--- src/rtl/flash_reader_pkg.sv ---
// Shared helpers for the SPI flash reader: byte ordering and word-address stepping.
package flash_reader_pkg;

    // First byte shifted in lands in [31:24]; the bus wants it in [7:0].
    function automatic logic [31:0] bswap32(input logic [31:0] w);
        return {w[7:0], w[15:8], w[23:16], w[31:24]};
    endfunction

    function automatic logic [21:0] next_word(input logic [21:0] w);
        return w + 22'd1;
    endfunction

endpackage

--- src/rtl/flash_reader_spi_shifter.sv ---
// SPI mode-0 bit engine: one 32-bit word per load, each bit is a low then a high
// clk phase; the incoming bit is sampled on the edge that ends the high phase.
module flash_spi_shifter (
    input  logic        clk,
    input  logic        reset,
    input  logic        load_i,
    input  logic [31:0] load_word_i,
    input  logic        run_i,
    input  logic        miso_i,
    output logic        sclk_o,
    output logic        mosi_o,
    output logic        shift_o,
    output logic        done_o,
    output logic [5:0]  bits_left_o,
    output logic [31:0] rx_word_o
);
    localparam logic [5:0] WORD_BITS = 6'd32;

    logic [31:0] sr_q;
    logic [5:0]  cnt_q;
    logic        phase_q;
    logic        mosi_q;
    logic        active;
    logic        unused_sr_msb;

    assign active      = run_i && (cnt_q != 6'd0);
    assign shift_o     = active && phase_q;
    assign done_o      = shift_o && (cnt_q == 6'd1);
    assign rx_word_o   = {sr_q[30:0], miso_i};
    assign sclk_o      = phase_q;
    assign mosi_o      = mosi_q;
    assign bits_left_o = cnt_q;
    // The MSB leaves through mosi_q one edge early, so the register copy is never read.
    assign unused_sr_msb = sr_q[31];

    always_ff @(posedge clk) begin
        if (reset) begin
            sr_q    <= '0;
            cnt_q   <= '0;
            phase_q <= 1'b0;
            mosi_q  <= 1'b0;
        end else if (load_i) begin
            sr_q    <= load_word_i;
            cnt_q   <= WORD_BITS;
            phase_q <= 1'b0;
            mosi_q  <= load_word_i[31];
        end else if (active) begin
            phase_q <= ~phase_q;
            if (phase_q) begin
                sr_q   <= rx_word_o;
                cnt_q  <= cnt_q - 6'd1;
                mosi_q <= sr_q[30] & ~done_o;
            end
        end else begin
            phase_q <= 1'b0;
            mosi_q  <= 1'b0;
        end
    end

endmodule

--- src/rtl/flash_reader.sv ---
// SPI flash word reader with sequential-read streaming: a request for the word
// right after the previous one reuses the open transaction and skips CMD/ADDR.
module flash_reader #(
    parameter logic [7:0] READ_CMD     = 8'h03,
    parameter int         CSN_MIN_HIGH = 2
) (
    input  logic        clk,
    input  logic        reset,
    input  logic        flash_read_en,
    input  logic [23:0] address,
    output logic        flash_read_ready,
    output logic [31:0] flash_read_data,
    output logic        flash_csn,
    output logic        flash_clk,
    output logic        flash_mosi,
    input  logic        flash_miso
);
    import flash_reader_pkg::*;

    typedef enum logic [2:0] {
        IDLE, CMD, ADDR, DATA, DONE, HOLDOFF, STREAM, CSN_WAIT
    } state_e;

    // Bits still pending in the shifter when the last opcode bit is sampled.
    localparam logic [5:0] CMD_LAST_LEFT  = 6'd25;
    localparam int         HOLDOFF_CYCLES = 2;
    localparam logic [7:0] HOLD_INIT      = 8'(HOLDOFF_CYCLES - 1);
    localparam logic [7:0] CSN_INIT       = 8'(CSN_MIN_HIGH - 1);

    state_e      state_q, state_d;
    logic        csn_q, csn_d;
    logic        ready_q, ready_d;
    logic [31:0] data_q, data_d;
    logic [21:0] waddr_q, waddr_d;
    logic [21:0] next_q, next_d;
    logic        nvld_q, nvld_d;
    logic        ok_q, ok_d;
    logic [7:0]  wait_q, wait_d;

    logic        sh_load, sh_run, sh_shift, sh_done, accept;
    logic [31:0] sh_word, sh_rx;
    logic [5:0]  sh_left;
    logic        unused_addr_lsbs;

    assign unused_addr_lsbs = ^address[1:0];

    flash_spi_shifter u_shifter (
        .clk         (clk),
        .reset       (reset),
        .load_i      (sh_load),
        .load_word_i (sh_word),
        .run_i       (sh_run),
        .miso_i      (flash_miso),
        .sclk_o      (flash_clk),
        .mosi_o      (flash_mosi),
        .shift_o     (sh_shift),
        .done_o      (sh_done),
        .bits_left_o (sh_left),
        .rx_word_o   (sh_rx)
    );

    always_comb begin
        state_d = state_q;
        csn_d   = csn_q;
        ready_d = 1'b0;
        data_d  = data_q;
        waddr_d = waddr_q;
        next_d  = next_q;
        nvld_d  = nvld_q;
        ok_d    = ok_q;
        wait_d  = wait_q;
        sh_load = 1'b0;
        sh_word = '0;
        sh_run  = 1'b0;
        accept  = 1'b0;

        case (state_q)
            IDLE: accept = flash_read_en;
            CMD: begin
                sh_run = 1'b1;
                if (!flash_read_en) ok_d = 1'b0;
                if (sh_shift && sh_left == CMD_LAST_LEFT) state_d = ADDR;
            end
            ADDR: begin
                sh_run = 1'b1;
                if (!flash_read_en) ok_d = 1'b0;
                if (sh_done) begin
                    sh_load = 1'b1;
                    state_d = DATA;
                end
            end
            DATA: begin
                sh_run = 1'b1;
                if (!flash_read_en) ok_d = 1'b0;
                if (sh_done) begin
                    data_d  = bswap32(sh_rx);
                    // A requester that let go mid-transfer gets the data but no pulse.
                    ready_d = ok_q & flash_read_en;
                    next_d  = next_word(waddr_q);
                    nvld_d  = 1'b1;
                    state_d = DONE;
                end
            end
            DONE: begin
                wait_d  = HOLD_INIT;
                state_d = HOLDOFF;
            end
            HOLDOFF: begin
                if (wait_q == 8'd0) state_d = STREAM;
                else                wait_d  = wait_q - 8'd1;
            end
            STREAM: begin
                if (flash_read_en) begin
                    if (nvld_q && address[23:2] == next_q) begin
                        sh_load = 1'b1;
                        waddr_d = next_q;
                        ok_d    = 1'b1;
                        state_d = DATA;
                    end else begin
                        csn_d   = 1'b1;
                        wait_d  = CSN_INIT;
                        state_d = CSN_WAIT;
                    end
                end
            end
            CSN_WAIT: begin
                if (wait_q != 8'd0)     wait_d  = wait_q - 8'd1;
                else if (flash_read_en) accept  = 1'b1;
                else                    state_d = IDLE;
            end
            default: state_d = IDLE;
        endcase

        if (accept) begin
            sh_load = 1'b1;
            sh_word = {READ_CMD, address[23:2], 2'b00};
            waddr_d = address[23:2];
            csn_d   = 1'b0;
            ok_d    = 1'b1;
            state_d = CMD;
        end
    end

    always_ff @(posedge clk) begin
        if (reset) begin
            state_q <= IDLE;
            csn_q   <= 1'b1;
            ready_q <= 1'b0;
            data_q  <= '0;
            waddr_q <= '0;
            next_q  <= '0;
            nvld_q  <= 1'b0;
            ok_q    <= 1'b0;
            wait_q  <= '0;
        end else begin
            state_q <= state_d;
            csn_q   <= csn_d;
            ready_q <= ready_d;
            data_q  <= data_d;
            waddr_q <= waddr_d;
            next_q  <= next_d;
            nvld_q  <= nvld_d;
            ok_q    <= ok_d;
            wait_q  <= wait_d;
        end
    end

    assign flash_read_ready = ready_q;
    assign flash_read_data  = data_q;
    assign flash_csn        = csn_q;

endmodule

--- config.mk ---
export PLATFORM = sky130hd
export DESIGN_NAME = flash_reader
export DESIGN_NICKNAME = d
export VERILOG_FILES = /design/src/rtl/flash_reader_pkg.sv /design/src/rtl/flash_reader_spi_shifter.sv /design/src/rtl/flash_reader.sv
export SDC_FILE = /design/constraint.sdc
export NUM_CORES = 1
export LEC_CHECK = 0
export ABC_CLOCK_PERIOD_IN_PS = 2700
export BUFFER_PORTS_ARGS = -buffer_cell sky130_fd_sc_hd__buf_2
export CAP_MARGIN = 20
export CORE_MARGIN = 8
export CORE_UTILIZATION = 40
export DETAILED_ROUTE_END_ITERATION = 8
export HOLD_SLACK_MARGIN = 0.03
export PLACE_DENSITY = 0.61
export SLEW_MARGIN = 20
export SYNTH_ARGS = -nofsm -noshare
export SYNTH_HDL_FRONTEND = slang
export SYNTH_SLANG_ARGS = --single-unit
--- constraint.sdc ---
create_clock -name clk -period 2.7 [get_ports clk]
set_clock_uncertainty 0.05 [all_clocks]
set_input_delay 0.27 -clock clk [delete_from_list [all_inputs] [get_ports clk]]
set_output_delay 0.27 -clock clk [all_outputs]
set_load 0.05 [all_outputs]
### Yosys cells after proc, flatten, opt, wreduce, memory -nomap -nowiden

Cells that the tools add are included.

* $add $sub $neg: 3
* multipliers: 0
* divide/modulo/power cells: 0
* magnitude comparators: 0
* equal/unequal tests: 31
* shift-type cells: 0
* mux-type cells: 47
* bitwise logic cells: 6
* reduce and logical (&&, ||, !) cells: 32

Operators by type and width (count)
* 2-to-1 mux 31 bit: 3
* 2-to-1 mux 22 bit: 4
* 2-to-1 mux 8 bit: 4
* one-hot mux 8 bit (4 select lines): 1
* 2-to-1 mux 26 bit: 1
* 2-to-1 mux 3 bit: 8
* adder 22 x 1 -> 22 bit (second input constant): 1
* equality test 22 bit: 1
* one-hot mux 3 bit (7 select lines): 1
* 2-to-1 mux 1 bit: 19
* 2-to-1 mux 6 bit: 3
* != test 2 bit (second input constant): 9
* != test 3 bit (second input constant): 6
* AND reduction 8 bit: 2
* nonzero test 8 bit: 2
* equality test 3 bit (second input constant): 4
* != test 3 x 2 -> 1 bit (second input constant): 4
* nonzero test 2 bit: 5
* OR reduction 3 bit: 3
* logical NOT 8 bit: 1
* subtractor 8 x 1 -> 8 bit (second input constant): 1
* nonzero test 7 bit: 1
* equality test 3 x 2 -> 1 bit (second input constant): 2
* equality test 6 x 1 -> 1 bit (second input constant): 1
* other kinds (17): 32

* register bits after elaboration: 130
* bits in latches: 0
* bits in writable memories: 0
* memory bits (read-only): 0
* input bits: 28
* output and inout port bits: 36
* word-level logic and storage cells: 134
* memories: 0

### Depth between registers and ports, before layout

* depth in word-level cells: 11
* depth in mapped cells: 11
* gate-level depth less buffers: 8

### Modules after synthesis

Synthesis repeated with hierarchy kept, for this count alone.

* cells, all modules: 793
* area total of the unflattened synthesis: 6905.4 um^2

By module, submodules not included
* flash_reader: times used 1, cells an instance 571, area an instance 4783.3 um^2, seq. area each 1821.7 um^2
* flash_spi_shifter: times used 1, cells an instance 222, area an instance 2122.0 um^2, seq. area each 780.7 um^2

### Worst setup path before layout

No wires, ideal clock.

* kind: register -> register
* start point: register wait_q[0]
* end point: register u_shifter.sr_q[10]
* library setup time: 0.079 ns
* data arrival time: 2.064 ns
* data required time: 2.571 ns
* slack: 0.507 ns
* cell stages (with the launch flop): 9
* path buffers: 1
* clock period less this slack: 2.193 ns
* path through: dfxtp_1 > inv_1 > ha_1 > or3b_1 > o41a_4 > and2_1 > a31o_4 > buf_6 > a211oi_2

* longest elaborated chain between the ends: 6
* elaborated cells between the ends (all ways): 9
* those cells by class: mux: 5; reduce/logical: 4

Ends and longest elaborated chain
* start, declared: line flash_reader.sv:38 `logic [7:0] wait_q, wait_d;`
* start signal, assigned: line flash_reader.sv:164 `wait_q <= wait_d;`
* nonzero test 8 bit *: line flash_reader.sv:127 `if (wait_q != 8'd0) wait_d = wait_q - 8'd1;`
* 2-to-1 mux 1 bit *: line flash_reader.sv:127
* one-hot mux 1 bit (2 select lines) *: line flash_reader.sv:77 `case (state_q)`
* 2-to-1 mux 1 bit: line flash_reader.sv:134 `if (accept) begin`
* nonzero test 2 bit (no source line)
* AND reduction 2 bit (no source line)
* end signal, assigned: line flash_reader_spi_shifter.sv:43 `sr_q <= load_word_i;`
* end signal, assigned: line flash_reader_spi_shifter.sv:50 `sr_q <= rx_word_o;`
* end, declared: line flash_reader_spi_shifter.sv:19 `logic [31:0] sr_q;`

Mark *: on every way between the ends. The rest lies on a longest branch, timed or not.
A chain may end at the register's enable or synchronous reset.

### Final worst setup path

* start point: register next_q[5]
* end point: register waddr_q[17]

* longest elaborated chain between the ends: 4

Ends and longest elaborated chain
* start, declared: line flash_reader.sv:35 `logic [21:0] next_q, next_d;`
* start signal, assigned: line flash_reader.sv:161 `next_q <= next_d;`
* equality test 22 bit: line flash_reader.sv:114 `if (nvld_q && address[23:2] == next_q) begin`
* logical AND 1 bit: line flash_reader.sv:114
* nonzero test 2 bit (no source line)
* AND reduction 3 bit (no source line)
* end signal, assigned: line flash_reader.sv:160 `waddr_q <= waddr_d;`
* end, declared: line flash_reader.sv:34 `logic [21:0] waddr_q, waddr_d;`

Every way passes these cells.

==> results.toml <==
[outcome]
outcome = "finished clean"

[power_and_ir_drop]
ir_worst_vdd_v = 0.0003879
powerDensity_nw_per_um2 = 644.5
p_leak_uw = 0.002875

[synth]
synthFlopType = "dfxtp_1"
syn_area_per_cell_um2 = 8.389
synth_seq_cells = 130
synth_cells = 739
synth_cell_types = 50
syn-cell-area_um2 = 6200
syn_nets = 772
synth_async_sr_flop_share_pct = 0
ys_seq_area_share_pct = 41.98
ys.warnings.count = 0
synth_edf_count = 0

[placed_design]
port_buffers = 61
dpl.hpwl_um = 11050
routabilityCongestion = 0.8291
dp_cells = 952

[global_route]
grt.overflow.total = 0
grt_pass1_wl_um = 25920
grt_usage_pct = 15.99
antenna_found_initial = 0
grt_pass1_vias = 5226
grt_max_degree = 78

[drt]
remaining_drc_errors = 0
first_pass_iters = 7
antenna_left = 0
avgRoutedWirePerCell_um = 15.93
num_vias = 5384
drtIter0Drc = 346
via_per_inst = 5.466
drt-total-wl_um = 15690

[cells_and_area]
drive_gt1_share_pct = 18.44
final_cell_mix = "nor2_1 (132), dfxtp_1 (130), nand2_1 (79), buf_2 (61), a21oi_1 (60)"
antenna_cells = 0
fill_cells = 1445
nets = 817
syn_to_final_growth_pct = 17.19
final_common_cell = "nor2_1"
stdcell_count = 985

[timing]
finalCriticalPeriod_ns = 2.539
whs_ns = 0.07784
relSlewSlack_pct = 52.17
final_max_slew_viol_count = 0
worstMarginPinSlew_ns = 0.7175
hold_viol = 0
setup_violations = 0
rsz0062_at_grt = "no"
tns_ns = 0
fin_crit_sh_pct = 94.04
max_clock_freq_mhz = 393.8

[clocking]
cts_tree = "built"
cts_setup_buffers = 0
htreeDepth = 4
cts_hold_buffers = 0
cts.clk_slew.worst_paths_ns = 0.06
cts_resized = 0
cts_buffer_depth = 2
cts_made_buffers = 17
insertion_delay_ns = 0.41
cts_sinks = 130
root_buffer = "clkbuf_16"

[die]
rows = 45
die_w_um = 140.5
io_pins = 64
coreArea_um2 = 15200
die_h_um = 140.5
start_util_pct = 40.78
die-area_um2 = 19740

[worst_hold_path]
hold_path.class = "input pin to flop"

[critical_path]
cp-start-kind = "flop"
crit_fanout = 21
critical_path_class = "flop to flop"
cp.required_ns = 2.97
critical_path_arrival_ns = 2.81
cp-end-kind = "flop"

[run]
maxCapViolCount = 0
==> synth_stat cells, types with 4 or more instances <==
library cell    n  area, um^2
a211oi_1       46       345.3
ha_1            5       62.56
dfxtp_1       130        2603
buf_2          10       50.05
xor2_1         26       227.7
a21oi_1        60       300.3
inv_1          10       37.54
xnor2_1        21       183.9
clkbuf_1       34       127.6
a31oi_1         4       25.02
mux2i_1        31       310.3
nor3b_1         4       30.03
nand4_1         9       56.30
nand3_1        15       75.07
nor4_1          8       50.05
nor3_1         23       115.1
nand2_1        79       296.5
a211oi_2       19       237.7
or3_1           5       31.28
nand2b_1        6       37.54
nor2_1        133       499.2
buf_4           4       30.03
or4b_2          4       40.04
o21ai_0         5       25.02
==> where the power goes <==
part           leakage (uW)  switching [uW]  internal [uW]  total, uW
registers           0.00106            68.0           1990       2060
clock network      0.000291             822           1470       2300
logic               0.00153             188            141        328
total               0.00287            1080           3600       4680
==> through the flow <==
| stage | power (uW) | cell area (um^2) | util [%] | setup WS, ns |
|---|---|---|---|---|
| floorplan | 2323 | 6200 | - | 0.5066 |
| global placement | 2412 | 6658 | 43.79 | 0.1746 |
| detailed placement | 2426 | 6658 | 43.79 | 0.1245 |
| CTS | 4718 | 7258 | 47.74 | 0.1084 |
| global route | 4861 | 7266 | 47.79 | 0.003749 |
| finish | 4683 | 7266 | 47.79 | 0.1608 |
==> per-layer routing <==
| layer | share of wire [%] | vias to the layer above | GRT usage [%] |
|---|---|---|---|
| li1 | - | 2671 | - |
| met1 | 45 | 2582 | 19.66 |
| met2 | 50 | 123 | 27.58 |
| met3 | 4.2 | 8 | 4.010 |
| met4 | 0.51 | 0 | 3.563 |
| met5 | 0 | - | 0 |
==> flip-flops by register name, indices dropped and copies added, names as in the netlist <==
| register | cells |
|---|---|
| u_shifter.mosi_o | 1 |
| u_shifter.bits_left_o | 6 |
| waddr_q | 22 |
| next_q | 22 |
| flash_csn | 1 |
| ok_q | 1 |
| u_shifter.sclk_o | 1 |
| u_shifter.sr_q | 31 |
| flash_read_ready | 1 |
| flash_read_data | 32 |
| wait_q | 8 |
| state_q | 3 |
| nvld_q | 1 |
==> layout make-up <==
| cell class | count | area, um^2 | area share (%) |
|---|---|---|---|
| Clock buffer | 23 | 498.0 | 6.854 |
| Clock inverter | 9 | 102.6 | 1.412 |
| Sequential cell | 130 | 2603 | 35.82 |
| Tap cell | 188 | 235.2 | 3.237 |
| Timing Repair Buffer | 80 | 473.0 | 6.509 |
| Multi-Input combinational cell | 545 | 3317 | 45.65 |
| Inverter | 10 | 37.54 | 0.5166 |
==> cells by family after synthesis <==
family,share of synthesized area (%)
flops,41.98
buf+inv,4.682
xor+xnor,6.640
mux,5.187
fa+ha+maj,1.009
simple gates,21.98
compound gates,18.53
==> critical path, stage by stage, from the launching register on <==
cell and delay (ns):
dfxtp_1 0.33, xor2_1 0.17, nor4_1 0.34, nand3_1 0.23, or3_2 0.59, buf_4 0.29
mux2i_1 0.17, a211oi_1 0.27
==> worst paths after layout <==
check	startpoint	end	slack, ns	cells after the start
max	next_q[5]	waddr_q[17]	0.16	7
min	flash_miso	flash_read_data[24]	0.08	3
min reg2reg	ok_q	flash_read_ready	0.39	2
max reg2reg	next_q[5]	waddr_q[17]	0.16	7
No activity file was read; power rests on OpenSTA's default activity.
